<file path="config.mk">
export PLATFORM = sky130hd
export DESIGN_NAME = seg_shift_ctrl_flat
export DESIGN_NICKNAME = d
export VERILOG_FILES = /design/src/rtl/seg_shift_ctrl_pkg.sv /design/src/rtl/seg_shift_ctrl_if.sv /design/src/rtl/seg_shift_ctrl_phase_tick.sv /design/src/rtl/seg_shift_ctrl.sv /design/src/flat_wrapper.sv
export SDC_FILE = /design/constraint.sdc
export NUM_CORES = 1
export LEC_CHECK = 0
export CAP_MARGIN = 10
export CORE_ASPECT_RATIO = 1.2
export CORE_MARGIN = 3
export CORE_UTILIZATION = 52
export CTS_CLUSTER_SIZE = 30
export DETAILED_ROUTE_END_ITERATION = 7
export DONT_BUFFER_PORTS = 1
export GPL_ROUTABILITY_DRIVEN = 0
export PLACE_DENSITY = 0.67
export RECOVER_POWER = 50
export SLEW_MARGIN = 20
export SYNTH_ARGS = -nofsm -noshare
export SYNTH_HDL_FRONTEND = slang
export SYNTH_SLANG_ARGS = --single-unit
</file>
<file path="constraint.sdc">
create_clock -name clk -period 2.3 [get_ports clk]
set_input_delay 0.345 -clock clk [delete_from_list [all_inputs] [get_ports clk]]
set_output_delay 0.345 -clock clk [all_outputs]
set_load 0.005 [all_outputs]
</file>
<file path="src/rtl/seg_shift_ctrl_pkg.sv">
// Shared definitions for the serial 7-segment shift-out controller:
// state encoding, digit byte width and counter sizing helper.
package seg_shift_ctrl_pkg;

    localparam int SEG_W       = 8;
    localparam int CLK_DIV_DEF = 4;

    typedef enum logic [1:0] {
        ST_IDLE     = 2'd0,
        ST_SHIFT_LO = 2'd1,
        ST_SHIFT_HI = 2'd2,
        ST_LATCH    = 2'd3
    } seg_state_t;

    // Counter width for a modulus n; never narrower than one bit.
    function automatic int cnt_w(input int n);
        return (n > 1) ? $clog2(n) : 1;
    endfunction

endpackage

</file>
<file path="src/rtl/seg_shift_ctrl_if.sv">
// Request/status and display-pin bundle of the segment shift-out controller.
// master = requester side, slave = controller side.
interface seg_shift_ctrl_if #(
    parameter int NDIG = 8
);
    import seg_shift_ctrl_pkg::*;

    logic [SEG_W*NDIG-1:0] segnum_in;
    logic                  load;
    logic                  busy;
    logic                  done;
    logic                  seg_clk;
    logic                  seg_dat;
    logic                  seg_le;

    modport master (
        output segnum_in, load,
        input  busy, done, seg_clk, seg_dat, seg_le
    );

    modport slave (
        input  segnum_in, load,
        output busy, done, seg_clk, seg_dat, seg_le
    );

endinterface

</file>
<file path="src/rtl/seg_shift_ctrl_phase_tick.sv">
// Phase timer for the shift controller: counts 0..CLK_DIV-1 and flags the
// last cycle of each seg_clk half-period with a 1-cycle phase_end.
module seg_phase_tick
    import seg_shift_ctrl_pkg::*;
#(
    parameter int CLK_DIV = CLK_DIV_DEF
) (
    input  logic clk,
    input  logic rst,
    input  logic clr,
    output logic phase_end
);
    localparam int CW = cnt_w(CLK_DIV);

    logic [CW-1:0] cnt;

    always_ff @(posedge clk) begin
        if (rst || clr || phase_end)
            cnt <= '0;
        else
            cnt <= cnt + CW'(1);
    end

    assign phase_end = (cnt == CW'(CLK_DIV - 1));

endmodule

</file>
<file path="src/rtl/seg_shift_ctrl.sv">
// Serial shift-out controller for the shift-register 7-segment display.
// Optional build macro SEG_AUTO_REFRESH_EN adds a periodic self-refresh request.
//   state       | meaning
//   ST_IDLE     | waiting for load / pending / refresh request
//   ST_SHIFT_LO | seg_clk low, current MSB on seg_dat
//   ST_SHIFT_HI | seg_clk high, display samples the bit
//   ST_LATCH    | seg_le high, word transferred to the outputs
module seg_shift_ctrl
    import seg_shift_ctrl_pkg::*;
#(
    parameter int NDIG        = 8,
    parameter int CLK_DIV     = CLK_DIV_DEF,
    parameter int REFRESH_CYC = 1_000_000
) (
    input logic             clk,
    input logic             rst,
    seg_shift_ctrl_if.slave bus
);
    localparam int NB = SEG_W * NDIG;
    localparam int BW = cnt_w(NB);

    if (CLK_DIV < 1 || REFRESH_CYC < 2) begin : g_bad_param
        $error("seg_shift_ctrl: CLK_DIV must be >= 1 and REFRESH_CYC >= 2");
    end

    seg_state_t    state, state_nxt;
    logic [NB-1:0] shreg, shreg_nxt;
    logic [NB-1:0] shadow, shadow_nxt;
    logic [BW-1:0] bit_cnt, bit_cnt_nxt;
    logic          pending, pending_nxt;
    logic          done_nxt;
    logic          req;
    logic          start;
    logic          last_bit;
    logic          phase_end;

`ifdef SEG_AUTO_REFRESH_EN
    localparam int RW = cnt_w(REFRESH_CYC);
    logic [RW-1:0] ref_cnt;
    logic          ref_wrap;

    assign ref_wrap = (ref_cnt == RW'(REFRESH_CYC - 1));

    always_ff @(posedge clk) begin
        if (rst || ref_wrap)
            ref_cnt <= '0;
        else
            ref_cnt <= ref_cnt + RW'(1);
    end

    // A refresh behaves exactly like an external load of the live word.
    assign req = bus.load | ref_wrap;
`else
    assign req = bus.load;
`endif

    assign start    = (state == ST_IDLE) && (req || pending);
    assign last_bit = (bit_cnt == BW'(NB - 1));

    seg_phase_tick #(.CLK_DIV(CLK_DIV)) u_phase (
        .clk       (clk),
        .rst       (rst),
        .clr       (state == ST_IDLE),
        .phase_end (phase_end)
    );

    always_ff @(posedge clk) begin
        if (rst)
            state <= ST_IDLE;
        else
            state <= state_nxt;
    end

    always_comb begin
        state_nxt   = state;
        shreg_nxt   = shreg;
        bit_cnt_nxt = bit_cnt;
        pending_nxt = pending;
        shadow_nxt  = shadow;
        done_nxt    = 1'b0;
        case (state)
            ST_IDLE: begin
                if (start) begin
                    state_nxt   = ST_SHIFT_LO;
                    shreg_nxt   = req ? bus.segnum_in : shadow;
                    bit_cnt_nxt = '0;
                    pending_nxt = 1'b0;
                end
            end
            ST_SHIFT_LO: begin
                if (phase_end)
                    state_nxt = ST_SHIFT_HI;
            end
            ST_SHIFT_HI: begin
                if (phase_end) begin
                    shreg_nxt   = {shreg[NB-2:0], 1'b0};
                    bit_cnt_nxt = bit_cnt + BW'(1);
                    state_nxt   = last_bit ? ST_LATCH : ST_SHIFT_LO;
                end
            end
            ST_LATCH: begin
                if (phase_end) begin
                    state_nxt = ST_IDLE;
                    done_nxt  = 1'b1;
                end
            end
            default: state_nxt = ST_IDLE;
        endcase
        // Requests arriving mid-sequence are queued; the latest word wins.
        if (state != ST_IDLE && req) begin
            pending_nxt = 1'b1;
            shadow_nxt  = bus.segnum_in;
        end
    end

    // Pins are registered from the next state so seg_clk/seg_le never glitch.
    always_ff @(posedge clk) begin
        if (rst) begin
            shreg       <= '0;
            shadow      <= '0;
            bit_cnt     <= '0;
            pending     <= 1'b0;
            bus.busy    <= 1'b0;
            bus.done    <= 1'b0;
            bus.seg_clk <= 1'b0;
            bus.seg_dat <= 1'b0;
            bus.seg_le  <= 1'b0;
        end else begin
            shreg       <= shreg_nxt;
            shadow      <= shadow_nxt;
            bit_cnt     <= bit_cnt_nxt;
            pending     <= pending_nxt;
            bus.busy    <= (state_nxt != ST_IDLE);
            bus.done    <= done_nxt;
            bus.seg_clk <= (state_nxt == ST_SHIFT_HI);
            bus.seg_dat <= ((state_nxt == ST_SHIFT_LO) || (state_nxt == ST_SHIFT_HI)) && shreg_nxt[NB-1];
            bus.seg_le  <= (state_nxt == ST_LATCH);
        end
    end

endmodule

</file>
<file path="src/flat_wrapper.sv">
// flat-port wrapper written by rule: the top's interface ports become plain ports
module seg_shift_ctrl_flat import seg_shift_ctrl_pkg::*;
#(
    parameter int NDIG        = 8,
    parameter int CLK_DIV     = CLK_DIV_DEF,
    parameter int REFRESH_CYC = 1_000_000
)
  (clk, rst, bus_segnum_in, bus_load, bus_busy, bus_done, bus_seg_clk, bus_seg_dat, bus_seg_le);
  seg_shift_ctrl_if #(.NDIG(NDIG)) bus_i ();
  input logic clk;
  input logic rst;
  input wire logic [$bits(bus_i.segnum_in)-1:0] bus_segnum_in;
  input wire logic [$bits(bus_i.load)-1:0] bus_load;
  output wire logic [$bits(bus_i.busy)-1:0] bus_busy;
  output wire logic [$bits(bus_i.done)-1:0] bus_done;
  output wire logic [$bits(bus_i.seg_clk)-1:0] bus_seg_clk;
  output wire logic [$bits(bus_i.seg_dat)-1:0] bus_seg_dat;
  output wire logic [$bits(bus_i.seg_le)-1:0] bus_seg_le;
  assign bus_i.segnum_in = bus_segnum_in;
  assign bus_i.load = bus_load;
  assign bus_busy = bus_i.busy;
  assign bus_done = bus_i.done;
  assign bus_seg_clk = bus_i.seg_clk;
  assign bus_seg_dat = bus_i.seg_dat;
  assign bus_seg_le = bus_i.seg_le;
  seg_shift_ctrl #(.NDIG(NDIG), .CLK_DIV(CLK_DIV), .REFRESH_CYC(REFRESH_CYC)) u_core (.clk(clk), .rst(rst), .bus(bus_i));
endmodule
</file>
==> results.cfg, run 1 <==
[status]
outcome = complete, no violations

[clock_network]
cts_tree = built
cts_num_sinks = 144
clock_path_buffers = 2
htree_levels = 4
cts_buffers = 17
clk_pin_slew_ns = 0.06
cts_resized = 0
cts-root-buf = clkbuf_16
hold_buffers = 3
clk_latency_ns = 0.41
cts_setup_buffers = 0

[timing]
hold_viol_final = 0
max_freq_ghz = 0.506
setup_tns_ns = 0
finalSetupViolations = 0
slew_violations = 0
tightest_slew_ns = 0.772
period_share_pct = 86.0
min_period_ns = 1.98
slew_headroom_pct = 48.4
rsz0062_at_grt = false
finClkSkew_ns = 0.00758

[pwr]
p_leak_nw = 2.46
p_per_area_nw_per_um2 = 887
ir_drop_mv = 0.455

[synth]
synthMuxAreaShare_pct = 0.348
synth-async-reset-ratio_pct = 0
yosys_warnings = 0
synth_common_cells = nand2_1 (315), dfxtp_1 (144), a21oi_1 (72)
ys.flop_type = dfxtp_1
synth_edf_count = 0
synth_fa_ha_area_share_pct = 0.966
synth-seq-area-share_pct = 44.5
synthCells = 847
synth_compound_area_share_pct = 20.5
synth.distinct_cells = 42
synth.avg_cell_area_sq_um = 7.64
synth-seq-cells = 144
yosysTopAreaCellShare_pct = 44.5
ys_top_cells_by_area = dfxtp_1 (45%), nand2_1 (18%), o221ai_1 (8.1%), nand2b_1 (6.0%), a21oi_1 (5.6%)
synth_top_cell_by_area = dfxtp_1
synth_xor_area_share_pct = 0.135
synth_area_sq_um = 6470
synth_top_family_by_area = simple AND/OR/NAND/NOR gates
syn_nets = 919
synth.most_common_cell = nand2_1
yosys.area_share.simple_pct = 27.6

[placed_design]
io_buffers = 0
place_area_sq_um = 6420
hpwl_mm = 8.37

[floorplan]
die_w_microns = 108
ios = 72
initial_core_util_pct = 53.5
std_cell_rows = 44
core-area_sq_um = 12100
dieArea_sq_um = 13800
die_h_microns = 128

[critical_path]
end_kind = flip-flop
worstPathCellList = nor2_1 > nor2b_4 > clkbuf_4 > nand2_1 > a21oi_1
cp_num_buf_inv = 1
required_ns = 2.59
critPathTopFamily = simple AND/OR/NAND/NOR gates
cpPeakStageDelay_ns = 0.65
critPathMaxFanout = 49
path_class = reg2reg
start_kind = flip-flop
cp.arrival_ns = 2.27
worst_path_max_delay_cell = nor2_1

[cells_and_area]
layout.nets = 879
syn_to_final_growth_pct = 9.51
utilization_pct = 58.5
fin_area_sq_um = 7090
fillers = 1105
drive_gt1_share_pct = 6.11

[global_routing]
first_global_vias = 5267
track_usage_pct = 21.8
antenna_found_initial = 0
grt_pass1_wl_mm = 24.4
grt_max_degree = 132
grt-ovfl-total = 0

[drt]
drtIter0Drc = 376
antenna_left = 0
first_pass_iters = 5
wl_met2_mm = 6.88
vias = 5446
avgRoutedWirePerCell_microns = 14.8
post-route-drc-count = 0
routed.top_layer = met4
routed-wl-met3_mm = 1.01
drt-total-wl_mm = 14.5
viasPerCell = 5.55
wirelength_met1_mm = 6.45

[run]
cap_violations = 0

[min_path]
hp-class = in2reg
==> final timing paths <==
path,slack (ns),endpoint,cells after the start,startpoint
setup / recovery,0.32,u_core.shadow[42],5,u_core.state[0]
hold / removal,0.02,u_core.shadow[21],1,rst
setup reg to reg,0.32,u_core.shadow[42],5,u_core.state[0]
hold reg to reg,0.43,u_core.u_phase.cnt[0],1,u_core.u_phase.cnt[0]
==> final cells by class <==
type	instances	area [sq um]	area share [%]
Multi-Input combinational cell	627	3200	45.1
Sequential cell	144	2880	40.7
Clock buffer	21	470	6.63
Clock inverter	10	206	2.91
Tap cell	161	201	2.84
Timing Repair Buffer	13	113	1.59
Inverter	4	15.0	0.212
Antenna cell	1	2.50	0.0353
==> kinds of logic (layout without fill, tap and decap cells) <==
group / after synthesis / in the layout
compound gates: 208 / 208
xor+xnor: 1 / 1
fa+ha+maj: 5 / 5
buf+inv: 76 / 48
flops: 144 / 144
mux: 2 / 2
other cells: 0 / 1
simple gates: 411 / 411
==> registers in the layout (all words and copies together) (netlist names) <==
name / flops
u_core.pending: 1
u_core.state: 2
u_core.shadow: 64
u_core.bus.busy: 1
u_core.bus.seg_le: 1
u_core.bus.seg_clk: 1
u_core.shreg: 64
u_core.bus.seg_dat: 1
u_core.u_phase.cnt: 2
u_core.bus.done: 1
u_core.bit_cnt: 6
==> power by group <==
part           total (mW)  switching (mW)  internal [mW]
Clock                3.13            1.02           2.11
Combinational       0.462           0.286          0.175
Sequential           2.69          0.0579           2.64
Total                6.29            1.36           4.93
==> metal layers <==
metal	vias to the layer above	track usage (%)
li1	2784	-
met1	2512	26.9
met2	137	36.3
met3	13	6.15
met4	0	8.02
met5	-	0
==> worst reg2reg max path, cell delays in order, from the launching register on <==
cell and delay [ns]:
dfxtp_1 0.44, nor2_1 0.65, nor2b_4 0.07, clkbuf_4 0.43, nand2_1 0.19, a21oi_1 0.08
==> cells in the final DEF, fill, tap and decap left out, types with 2 or more instances in the layout <==
| master | count |
|---|---|
| bufinv_16 | 6 |
| o221ai_1 | 60 |
| inv_1 | 4 |
| clkbuf_8 | 3 |
| clkbuf_16 | 17 |
| nor3_1 | 2 |
| nand2_1 | 315 |
| nand4b_1 | 2 |
| dlygate4sd3_1 | 2 |
| ha_1 | 5 |
| o21ai_0 | 65 |
| or3_1 | 2 |
| mux2_2 | 2 |
| buf_4 | 8 |
| o211ai_1 | 2 |
| nand3b_1 | 2 |
| nand2b_1 | 62 |
| nor2_1 | 11 |
| nor2b_1 | 3 |
| nand3_1 | 3 |
| dfxtp_1 | 143 |
| clkinv_2 | 2 |
| a21oi_1 | 72 |
==> per-stage QoR <==
stage                     hold WS [ns]  worst slack (ns)  std cells  power, mW
after floorplan                  0.407             0.717        847       3.17
after global placement           0.412             0.392        946       3.18
after detailed placement         0.425             0.337        946       3.20
after CTS                     0.000532             0.290        980       6.35
after global routing           0.00773             0.153        980       6.52
final                           0.0222             0.322        981       6.29
(Power assumes the default switching activity.)
==> run 2: changes to the inputs <==
SETUP_SLACK_MARGIN = 0.05   (was default)
==> results of run 2 <==
Same layout as run 1: the final DEF is identical, and so are final timing and power.
